**config.mk**
```make
export PLATFORM = sky130hd
export DESIGN_NAME = tff_counter_param
export DESIGN_NICKNAME = d
export VERILOG_FILES = /design/src/rtl/tff_counter_param.sv
export SDC_FILE = /design/constraint.sdc
export NUM_CORES = 1
export LEC_CHECK = 0
export ABC_AREA = 0
export BUFFER_PORTS_ARGS = -buffer_cell sky130_fd_sc_hd__buf_2
export CAP_MARGIN = 10
export CORE_ASPECT_RATIO = 0.7
export CORE_MARGIN = 2
export CORE_UTILIZATION = 30
export DETAILED_ROUTE_END_ITERATION = 8
export PLACE_DENSITY = 0.58
export SYNTH_ARGS = -nofsm -noshare
export SYNTH_HDL_FRONTEND = slang
export SYNTH_SLANG_ARGS = --single-unit
```
**constraint.sdc**
```tcl
create_clock -name Clock -period 2.6 [get_ports Clock]
set_input_delay 0.26 -clock Clock [delete_from_list [all_inputs] [get_ports Clock]]
set_output_delay 0.26 -clock Clock [all_outputs]
set_load 0.02 [all_outputs]
```
**src/rtl/tff_counter_param.sv**
```systemverilog
// tff_counter_param
// WIDTH-bit up/down counter with a programmable terminal value, synchronous
// parallel load, wrap or one-shot (halt) behaviour and a one-cycle
// terminal-count pulse. The count is also shown on active-low 7-segment
// hex digits, so the block can sit between board switches and HEX displays.
module tff_counter_param #(
  parameter int              WIDTH    = 8,
  parameter longint unsigned MAX      = (64'd1 << WIDTH) - 64'd1,
  parameter bit              ONE_SHOT = 1'b0,
  localparam int             DIGITS   = (WIDTH + 3) / 4
) (
  input  logic                  Clock,
  input  logic                  Clear,
  input  logic                  Enable,
  input  logic                  Up,
  input  logic                  Load,
  input  logic [WIDTH-1:0]      LoadValue,
  output logic [WIDTH-1:0]      Count,
  output logic                  TC,
  output logic                  Halted,
  output logic [7*DIGITS-1:0]   HEX
);

  // Terminal value at counter width; MAX is required to fit in WIDTH bits
  localparam logic [WIDTH-1:0] MAXV = MAX[WIDTH-1:0];
  localparam logic [WIDTH-1:0] ONEV = WIDTH'(1);

  logic [WIDTH-1:0]    nextCount;
  logic                nextTc;
  logic                nextHalted;
  logic [WIDTH-1:0]    loadClamped;
  logic                atTerminal;
  logic [4*DIGITS-1:0] paddedCount;

  // Active-low glyph for one hex nibble; bit 6 is segment a, bit 0 is segment g
  function automatic logic [6:0] hexGlyph(input logic [3:0] nibble);
    logic [6:0] glyph;
    glyph = 7'h7F;
    case (nibble)
      4'h0: glyph = 7'h01;
      4'h1: glyph = 7'h4F;
      4'h2: glyph = 7'h12;
      4'h3: glyph = 7'h06;
      4'h4: glyph = 7'h4C;
      4'h5: glyph = 7'h24;
      4'h6: glyph = 7'h20;
      4'h7: glyph = 7'h0F;
      4'h8: glyph = 7'h00;
      4'h9: glyph = 7'h04;
      4'hA: glyph = 7'h08;
      4'hB: glyph = 7'h60;
      4'hC: glyph = 7'h31;
      4'hD: glyph = 7'h42;
      4'hE: glyph = 7'h30;
      4'hF: glyph = 7'h38;
      default: glyph = 7'h7F;
    endcase
    return glyph;
  endfunction

  // Loads above the terminal value saturate so the count never leaves 0..MAX
  always_comb begin
    loadClamped = (LoadValue > MAXV) ? MAXV : LoadValue;
  end

  // Terminal detection depends on direction: MAX going up, zero going down
  always_comb begin
    atTerminal = Up ? (Count >= MAXV) : (Count == '0);
  end

  // Next-state rules: load beats counting, halted counters ignore Enable,
  // and wrap is an explicit compare so non-power-of-two MAX works
  always_comb begin
    nextCount  = Count;
    nextTc     = 1'b0;
    nextHalted = Halted;
    if (Load) begin
      nextCount  = loadClamped;
      nextHalted = 1'b0;
      nextTc     = 1'b0;
    end else if (Enable && !Halted) begin
      if (atTerminal) begin
        nextTc = 1'b1;
        if (ONE_SHOT) begin
          nextHalted = 1'b1;
        end else begin
          nextCount = Up ? '0 : MAXV;
        end
      end else begin
        nextCount = Up ? (Count + ONEV) : (Count - ONEV);
      end
    end
  end

  // State registers; Clear forces everything to zero immediately
  always_ff @(posedge Clock or posedge Clear) begin
    if (Clear) begin
      Count  <= '0;
      TC     <= 1'b0;
      Halted <= 1'b0;
    end else begin
      Count  <= nextCount;
      TC     <= nextTc;
      Halted <= nextHalted;
    end
  end

  // Zero-pad the count up to a whole number of nibbles for the display
  always_comb begin
    paddedCount              = '0;
    paddedCount[WIDTH-1:0]   = Count;
  end

  // One combinational decoder per display digit, digit k at HEX[7k+:7]
  always_comb begin
    HEX = '0;
    for (int k = 0; k < DIGITS; k++) begin
      HEX[7*k +: 7] = hexGlyph(paddedCount[4*k +: 4]);
    end
  end

endmodule

```
==> Word-level counts from Yosys, hierarchy flattened <==
Memories as Yosys holds them, arrays and structs flattened.
Index checks and enable logic that the tools add are counted.
{ "op_classes": {"magnitude_cmp": 2, "n_addsub": 2, "reduce_logical": 2, "mux": 10} }
{ "op_table": {"columns": ["op", "n"], "rows": [
  ["2-to-1 mux 8 bit", 6],
  ["adder 8 x 1 -> 8 bit (second input constant)", 1],
  [">= comparator 8 bit (second input constant)", 1],
  ["greater-than comparator 8 bit (second input constant)", 1],
  ["logical NOT 8 bit", 1],
  ["subtractor 8 x 1 -> 8 bit (second input constant)", 1],
  ["2-to-1 mux 1 bit", 4],
  ["nonzero test 2 bit", 1]
]} }
{ "word_totals": {"in_bits": 13, "n_memories": 2, "register_bits": 9, "output_inout_bits": 24, "rom_bits": 224} }
{ "mem_list": {"columns": ["name", "words", "width", "read_ports", "rd_ports_with_merged_regs", "wr", "line_no", "source"], "rows": [
  ["(no name shown)", 16, 7, 1, 0, 0, "39", "case (nibble)"],
  ["(no name shown)", 16, 7, 1, 0, 0, "39", null]
]} }

==> Logic depth before layout (Yosys ltp) <==
Gate-level depths: netlist of run 1.
{ "depth": {"word_depth": 5, "ltp_mapped": 7} }

==> Worst setup path after synthesis of run 1 <==
No wires, ideal clock.
{ "synth_timing": {"path_type": "register to output", "start": "reg Count[0]", "end": "out HEX[6]", "setup_slack_ps": 674, "arrival_time_ps": 1666, "n_path_buf": 1, "stages_incl_launch_ff": 7, "t_required_ps": 2340, "cell_sequence": "dfrtp_1 buf_2 inv_1 ha_1 nor2_1 or3b_2 o21ai_0"} }
{ "synth_via": {"elab_chain_cells": 1} }
{ "synth_lines": {"columns": ["element", "line_no", "source"], "rows": [
  ["start, declared", "18", "output logic [WIDTH-1:0] Count,"],
  ["start signal, assigned", "102", "Count <= nextCount;"],
  ["memory (16 x 7 bit)", null, null],
  ["end, declared", "21", "output logic [7*DIGITS-1:0] HEX"]
]} }
Every way passes these cells.

==> Worst setup path in the final report of run 1 <==
{ "layout_timing": {"start": "reg Count[1]", "end": "out HEX[6]"} }
The elaborated chain is that of the path after synthesis.

==> results of run 1 <==
[routing by layer]
layer / vias to the layer above / routed length [µm]
li1: 655 / -
met1: 612 / 1930
met2: 45 / 1450
met3: 2 / 245
met4: 0 / 11
met5: - / 0
[Yosys cell counts (all sizes together), types with 3 or more instances]
| cell type | number |
|---|---|
| dfrtp | 9 |
| o21ai | 9 |
| nor2 | 16 |
| nand2 | 9 |
| a22o | 3 |
| buf | 7 |
| mux2i | 10 |
| a22oi | 3 |
| mux2 | 3 |
| ha | 17 |
| nand3 | 3 |
| nand2b | 4 |
| or3 | 3 |
| inv | 10 |
| a21oi | 9 |
| a211oi | 4 |
[report_power, final]
group          switching, mW  total [mW]  internal, mW
registers              0.121       0.292         0.171
clock network         0.0661       0.174         0.108
logic                  0.504       0.877         0.373
[state kept, by name, indices dropped and copies added, names as in the netlist]
name,cells
Count,8
TC,1
[layout by cell type (no fill, tap or decap), types with 2 or more instances in the layout]
cell      netlist  routed
dfrtp_1         9       9
nand3_1         3       3
a32o_1          2       2
o211a_1         2       2
clkbuf_8        0       3
a31oi_1         2       2
or3_1           3       3
mux2i_1        10      10
xor2_1          2       2
inv_1          10      10
a22oi_1         3       3
nor2_1         16      16
nand2b_1        4       4
a22o_1          3       3
a211oi_1        3       3
o311ai_0        2       2
buf_4           1       2
o21a_1          2       2
mux4_2          2       2
o21ai_0         9       9
ha_1           17      17
a21o_1          2       2
or2_2           2       2
buf_2           5      35
nor2b_1         2       2
a21oi_1         9       9
nand2_1         9       9
nand4_1         2       2
mux2_2          3       3
and4_4          2       2
[how the worst max path moves through the flow]
stage                           end  slack [ns]  cells past startpoint
2_1_floorplan                HEX[6]        0.67                      6
3_3_place_gp   Count[4]$_DFFE_PP0P_        0.55                      7
3_5_place_dp   Count[4]$_DFFE_PP0P_        0.55                      7
4_1_cts                      HEX[6]        0.38                      6
5_1_grt                      HEX[6]        0.22                      6
6_report                     HEX[6]        0.38                      6
[cell families after synthesis]
| family | share of synthesized area |
|---|---|
| flip-flops | 0.169 |
| AND/OR/NAND/NOR | 0.190 |
| multiplexers | 0.134 |
| XOR/XNOR | 0.0131 |
| AO/OA/AOI/OAI | 0.255 |
| buffers and inverters | 0.0610 |
| adder cells (fa/ha/maj) | 0.174 |
| other | 0.00281 |
[through the flow]
step,area (µm²),utilization,total power [mW]
global route,1590,0.370,1.46
CTS,1590,0.370,1.35
global placement,1550,0.360,1.17
finish,1590,0.370,1.34
detailed placement,1550,0.360,1.17
floorplan,1330,-,0.928
[final cells by class]
class / count / area (µm²)
Sequential cell: 9 / 225
Multi-Input combinational cell: 131 / 1030
Timing Repair Buffer: 37 / 190
Fill cell: 464 / 2710
Tap cell: 55 / 68.8
Inverter: 10 / 37.5
Clock buffer: 4 / 45.0
==> metrics.md, run 1 <==
| Metric | Value |
|---|---|
| Die Y | between 50 and 60 µm |
| CTS Buf Count | 3 |
| Delay-heaviest family, CP | simple AND/OR/NAND/NOR gates |
| GRT Max-Usage Layer | met1 |
| Max-slew violations | 0 |
| Initial antenna violation count | 0 |
| Arrival @ worst endpoint | roughly 2 ns |
| Leakage | around 0.8 nW |
| Max Freq | between 400 and 500 MHz |
| Flops & latches, synth | 9 |
| Worst r2r dst | Count[3]$_DFFE_PP0P_ |
| RSZ-0062 raised after global routing | false |
| Post-synth EDFFs | 0 |
| M3 GR Usage | 0.0318 |
| I/O Pins | 37 |
| Run status | finished, violations left |
| Met2 Use GR | 0.203 |
| Setup crit end kind | output port |
| Total negative slack | 0 ns |
| Met1 usage | 0.235 |
| Number of global-route vias before repair | 1151 |
| Root Buffer | clkbuf_8 |
| Synth warnings | 0 |
| Maxcap violations | 0 |
| Clock buffer depth | 2 |
| Syn Inst Count | 159 |
| TritonRoute pass-1 iters | 4 |
| WP buf/inv | 2 |
| Slowest-stage cell, CP | dfrtp_1 |
| GP Congestion | between 0.8 and 0.9 |
| Slew @ Worst Pin | just under 0.7 ns |
| Pin count of the biggest net entering global routing | 19 |
| Placed Cells | around 240 |
| Starting Density | 0.310 |
| Die area | between 5000 and 6000 µm² |
| Postcts setup bufs | 0 |
| Final WS setup | 0.382 ns |
| Worst min path class | input port to asynchronous set/reset pin |
| Cell variety after synth | between 40 and 50 |
| Total Routing Usage GR | 0.151 |
| Iteration-0 DRC Markers | 85 |
| Main synth FF type | dfrtp_1 |
| Post-CTS Resized | 0 |
| Fraction of layout cells with a size suffix above 1 | 0.277 |
| Syn nets | 190 |
| Synth Area per Inst | about 8.4 µm² |
| H-tree depth | 1 |
| Top cells by area, synth | dfrtp_1 (17%), ha_1 (16%), mux2i_1 (7.5%) |
| Final hold vios | 9 |
| DP HPWL | 2750 µm |
| Worst setup SP type | flop |
| Antenna-violating nets left | 0 |
| Yosys top cell area share | 0.169 |
| Worst VDD drop | between 300 and 400 µV |
| CP max FO | 9 |
| Synth Cell Area | 1330 µm² |
| Power density cells | between 800 and 900 nW/µm² |
| First-pass GRT wire length | about 6000 µm |
| WL/cell | approximately 15 µm |
| Vias per inst | around 5.3 |
| Residual DRC count | 0 |
| Post-Layout Cell Count | between 200 and 250 |
| TritonCTS clock tree | done |
| Max_slew headroom | 0.536 |
| Layout Nets | between 200 and 250 |
| Final setup violation count | 0 |
| Clk_skew | roughly 0.004 ns |
| Dpl ws | 0.553 ns |
| Ant diodes | 0 |
| Crit path required time | ~2.3 ns |
| Area growth from synthesis to layout | 19.5% |
| FP Rows | 20 |
| Die Wd | 83.7 µm |
| Clock Pin Slew Worst Setup and Hold Paths | around 0.05 ns |
| Tcrit/Tclk final | 0.853 |
| Final min period | about 2.2 ns |
| Crit path cell chain | inv_1, ha_1, nor2b_1, or3b_2, o21ai_0, buf_2 |
| Async S/R FF share, synth | 1.00 |
| CTS hold repair buffers | 0 |
| GR Overflow Total | 0 |
| Reg2reg setup slack | ~0.57 ns |
| Clock Latency Late Sink | approximately 0.24 ns |
| Final hold slack | -0.00933 ns |
| Vias | roughly 1.3k |
| Reg2reg start | Count[0]$_DFFE_PP0P_ |
| Crit path launch | Count[1]$_DFFE_PP0P_ |
| Sequential share of the synthesized area | 0.169 |
| Crit Path Class | flop to output port |
| Post-synth top area cell | dfrtp_1 |
| Failing checks | hold timing |
| Max stage delay on crit path | roughly 0.5 ns |
| Port-buffer cells | 35 |
| R2R depth | 6 |
| TritonCTS Sinks | 9 |
| Final wirelength | 3630 µm |
| Core Region | between 4000 and 5000 µm² |
(Power assumes the default switching activity.)
==> run 2: changes to the inputs <==
- BUFFER_PORTS_ARGS: -buffer_cell sky130_fd_sc_hd__buf_2 -> -buffer_cell sky130_fd_sc_hd__clkbuf_2
==> run 2 against run 1 <==
The run now ends clean; power increased by 0.37%; sequential share of layout area decreased by 0.099 points; worst setup slack got worse by 0.031 ns; sequential cell count unchanged; largest power group unchanged; clock power about the same; die area unchanged; sequential power about the same; fmax decreased by 1.4%; global-route usage decreased by 0.46 points.
==> metrics.md, run 2 (synthesis gave the netlist of run 1 again) <==
| Metric | Value |
|---|---|
| Finished Cell Area | 1610 µm² (+0.71%) |
| FP Rows | 20 (unchanged) |
| Run status | finished clean |
| H-tree depth | 1 (unchanged) |
| Reg2reg start | Count[0]$_DFFE_PP0P_ |
| Total negative slack | 0 ns (unchanged) |
| Ant diodes | 0 (unchanged) |
| Clock Latency Late Sink | 0.24 ns (about the same) |
| Power density cells | 840 nW/µm² (-0.33%) |
| Most common cell after layout, fill and taps aside | clkbuf_2 |
| Final wirelength | 3650 µm (+0.61%) |
| Maxcap violations | 0 (unchanged) |
| Core Region | 4300 µm² (unchanged) |
| Leakage | 0.791 nW (+1.0%) |
| Switching share of power | 0.520 (+0.00540) |
| Max reg flops | 8 (unchanged) |
| TritonCTS clock tree | done |
| Max-slew violations | 0 (unchanged) |
| Worst setup SP type | flop |
| Residual DRC count | 0 (unchanged) |
| Root Buffer | clkbuf_8 |
| TritonCTS Sinks | 9 (unchanged) |
| Final hold vios | 0 (-9) |
| Fraction of layout cells with a size suffix above 1 | 0.281 (+0.00376) |
| Max Freq | 445 MHz (-1.4%) |
| First-pass GRT wire length | 5800 µm (-2.8%) |
| Clock buffer depth | 2 (unchanged) |
| Fillers | 470 (+1.3%) |
| Max_slew headroom | 0.544 (+0.00805) |
| DP HPWL | 2770 µm (+0.64%) |
| Die area | 5000 µm² (unchanged) |
| Number of global-route vias before repair | 1143 (-0.70%) |
| Post-CTS Resized | 0 (unchanged) |
| Top flop regs | Count: 8 flops, TC: 1 flops |
| Met1 usage | 0.216 (-0.0192) |
| Setup crit end kind | output port |
| Most frequent cells in the layout | clkbuf_2 (35), ha_1 (17), nor2_1 (16), inv_1 (10), mux2i_1 (10) |
| Die Wd | 83.7 µm (unchanged) |
| Antenna-violating nets left | 0 (unchanged) |
| Placed Area | 1550 µm² (unchanged) |
| Clk_skew | 0.00436 ns (+0.000422 ns) |
| Area growth from synthesis to layout | 20.4% |
| RSZ-0062 raised after global routing | false |
| TritonRoute pass-1 iters | 4 (unchanged) |
| Worst VDD drop | 487 µV (+31%) |
| M3 GR Usage | 0.0318 (unchanged) |
| Register with the most flip-flops | Count |
| Iteration-0 DRC Markers | 59 (-31%) |
| WL/cell | 14.8 µm (+0.20%) |
| Crit path required time | 2.34 ns (about the same) |
| Clk pwr share | 0.130 (about the same) |
| CTS hold repair buffers | 1 (+1) |
| Met2 Use GR | 0.217 (+0.0137) |
| Final setup violation count | 0 (unchanged) |
| Final hold slack | 0.244 ns (+0.253 ns) |
| I/O Pins | 37 (unchanged) |
| Crit path launch | Count[1]$_DFFE_PP0P_ |
| Hold Startpoint | LoadValue[3] |
| Int Pwr | 0.646 mW (-0.74%) |
| GP Congestion | 0.822 (+0.51%) |
| Final min period | 2.25 ns (+0.0310 ns) |
| Total Routing Usage GR | 0.146 (-0.00462) |
| GR Overflow Total | 0 (unchanged) |
| Tcrit/Tclk final | 0.865 (+0.0119) |
| Starting Density | 0.310 (unchanged) |
| Share of power burned in registers | 0.219 (+0.002) |
| Die Y | 59.8 µm (unchanged) |
| NetSw | 0.701 mW (+1.4%) |
| Postcts setup bufs | 0 (unchanged) |
| Clock Pin Slew Worst Setup and Hold Paths | 0.05 ns (about the same) |
| Layout Nets | 224 (+0.45%) |
| GRT Max-Usage Layer | met2 |
| Vias | 1284 (-2.3%) |
| Vias per inst | 5.20 (-2.7%) |
| Pin count of the biggest net entering global routing | 19 (unchanged) |
| Initial antenna violation count | 0 (unchanged) |
| Arrival @ worst endpoint | 1.99 ns (+0.03 ns) |
| Worst min path class | input port to flop |
| Slew @ Worst Pin | 0.684 ns (-0.0121 ns) |
| CP max FO | 9 (unchanged) |
| Combinational power share | 0.651 (-0.002) |
| Crit Path Class | flop to output port |
| Layout Utilization | 0.373 (+0.00262) |
| Port-buffer cells | 35 (unchanged) |
| CTS Buf Count | 3 (unchanged) |
[run 2: cell count changes in the layout (fill, tap and decap cells not counted)]
cell / before / now
clkinv_2: 0 / 1
dlygate4sd3_1: 0 / 1
buf_2: 35 / 0
clkbuf_2: 0 / 35
clkbuf_1: 1 / 0
[run 2: final timing paths]
check	cells after the start	to	slack (ns)
worst max-delay path	6	HEX[6]	0.35
worst min-delay path	2	Count[3]$_DFFE_PP0P_	0.24
worst max register to register	6	Count[4]$_DFFE_PP0P_	0.51
worst min register to register	2	Count[1]$_DFFE_PP0P_	0.78
max in group asynchronous	3	Count[7]$_DFFE_PP0P_	1.76
min in group asynchronous	3	Count[3]$_DFFE_PP0P_	0.54
[run 2: critical path, cell delays in order (launching register included)]
cell      delay [ns]
dfrtp_1         0.51
inv_1           0.18
ha_1            0.26
nor2b_1         0.08
or3b_2          0.46
o21ai_0         0.08
clkbuf_2        0.18
[run 2: per-stage QoR]
step,setup slack [ns],instances,power [mW]
floorplan,0.674,159,0.928
global placement,0.557,242,1.17
detailed placement,0.509,242,1.17
CTS,0.338,247,1.36
global route,0.230,247,1.45
finish,0.351,247,1.35
[run 2: final cells by class]
cell class	count	area [µm²]	share of cell area
Sequential cell	9	225	0.140
Tap cell	55	68.8	0.0429
Multi-Input combinational cell	131	1030	0.640
Clock inverter	1	5.00	0.00312
Timing Repair Buffer	38	200	0.125
Clock buffer	3	41.3	0.0257
Inverter	10	37.5	0.0234
[run 2: power groups by stage]
stage               Clock, mW  Sequential, mW  Combinational [mW]
detailed placement          0           0.297               0.874
global placement            0           0.301               0.873
finish                  0.175           0.295               0.878
global route            0.186           0.306               0.961
CTS                     0.181           0.294               0.880
floorplan                   0           0.263               0.665
[run 2: routing by layer]
layer | part of all wire | wire length, µm | vias up
met3 | 0.070 | 256 | 2
met2 | 0.40 | 1450 | 47
met1 | 0.53 | 1920 | 580
met5 | 0 | 0 | -
met4 | 0.0060 | 22 | 0
li1 | - | - | 655
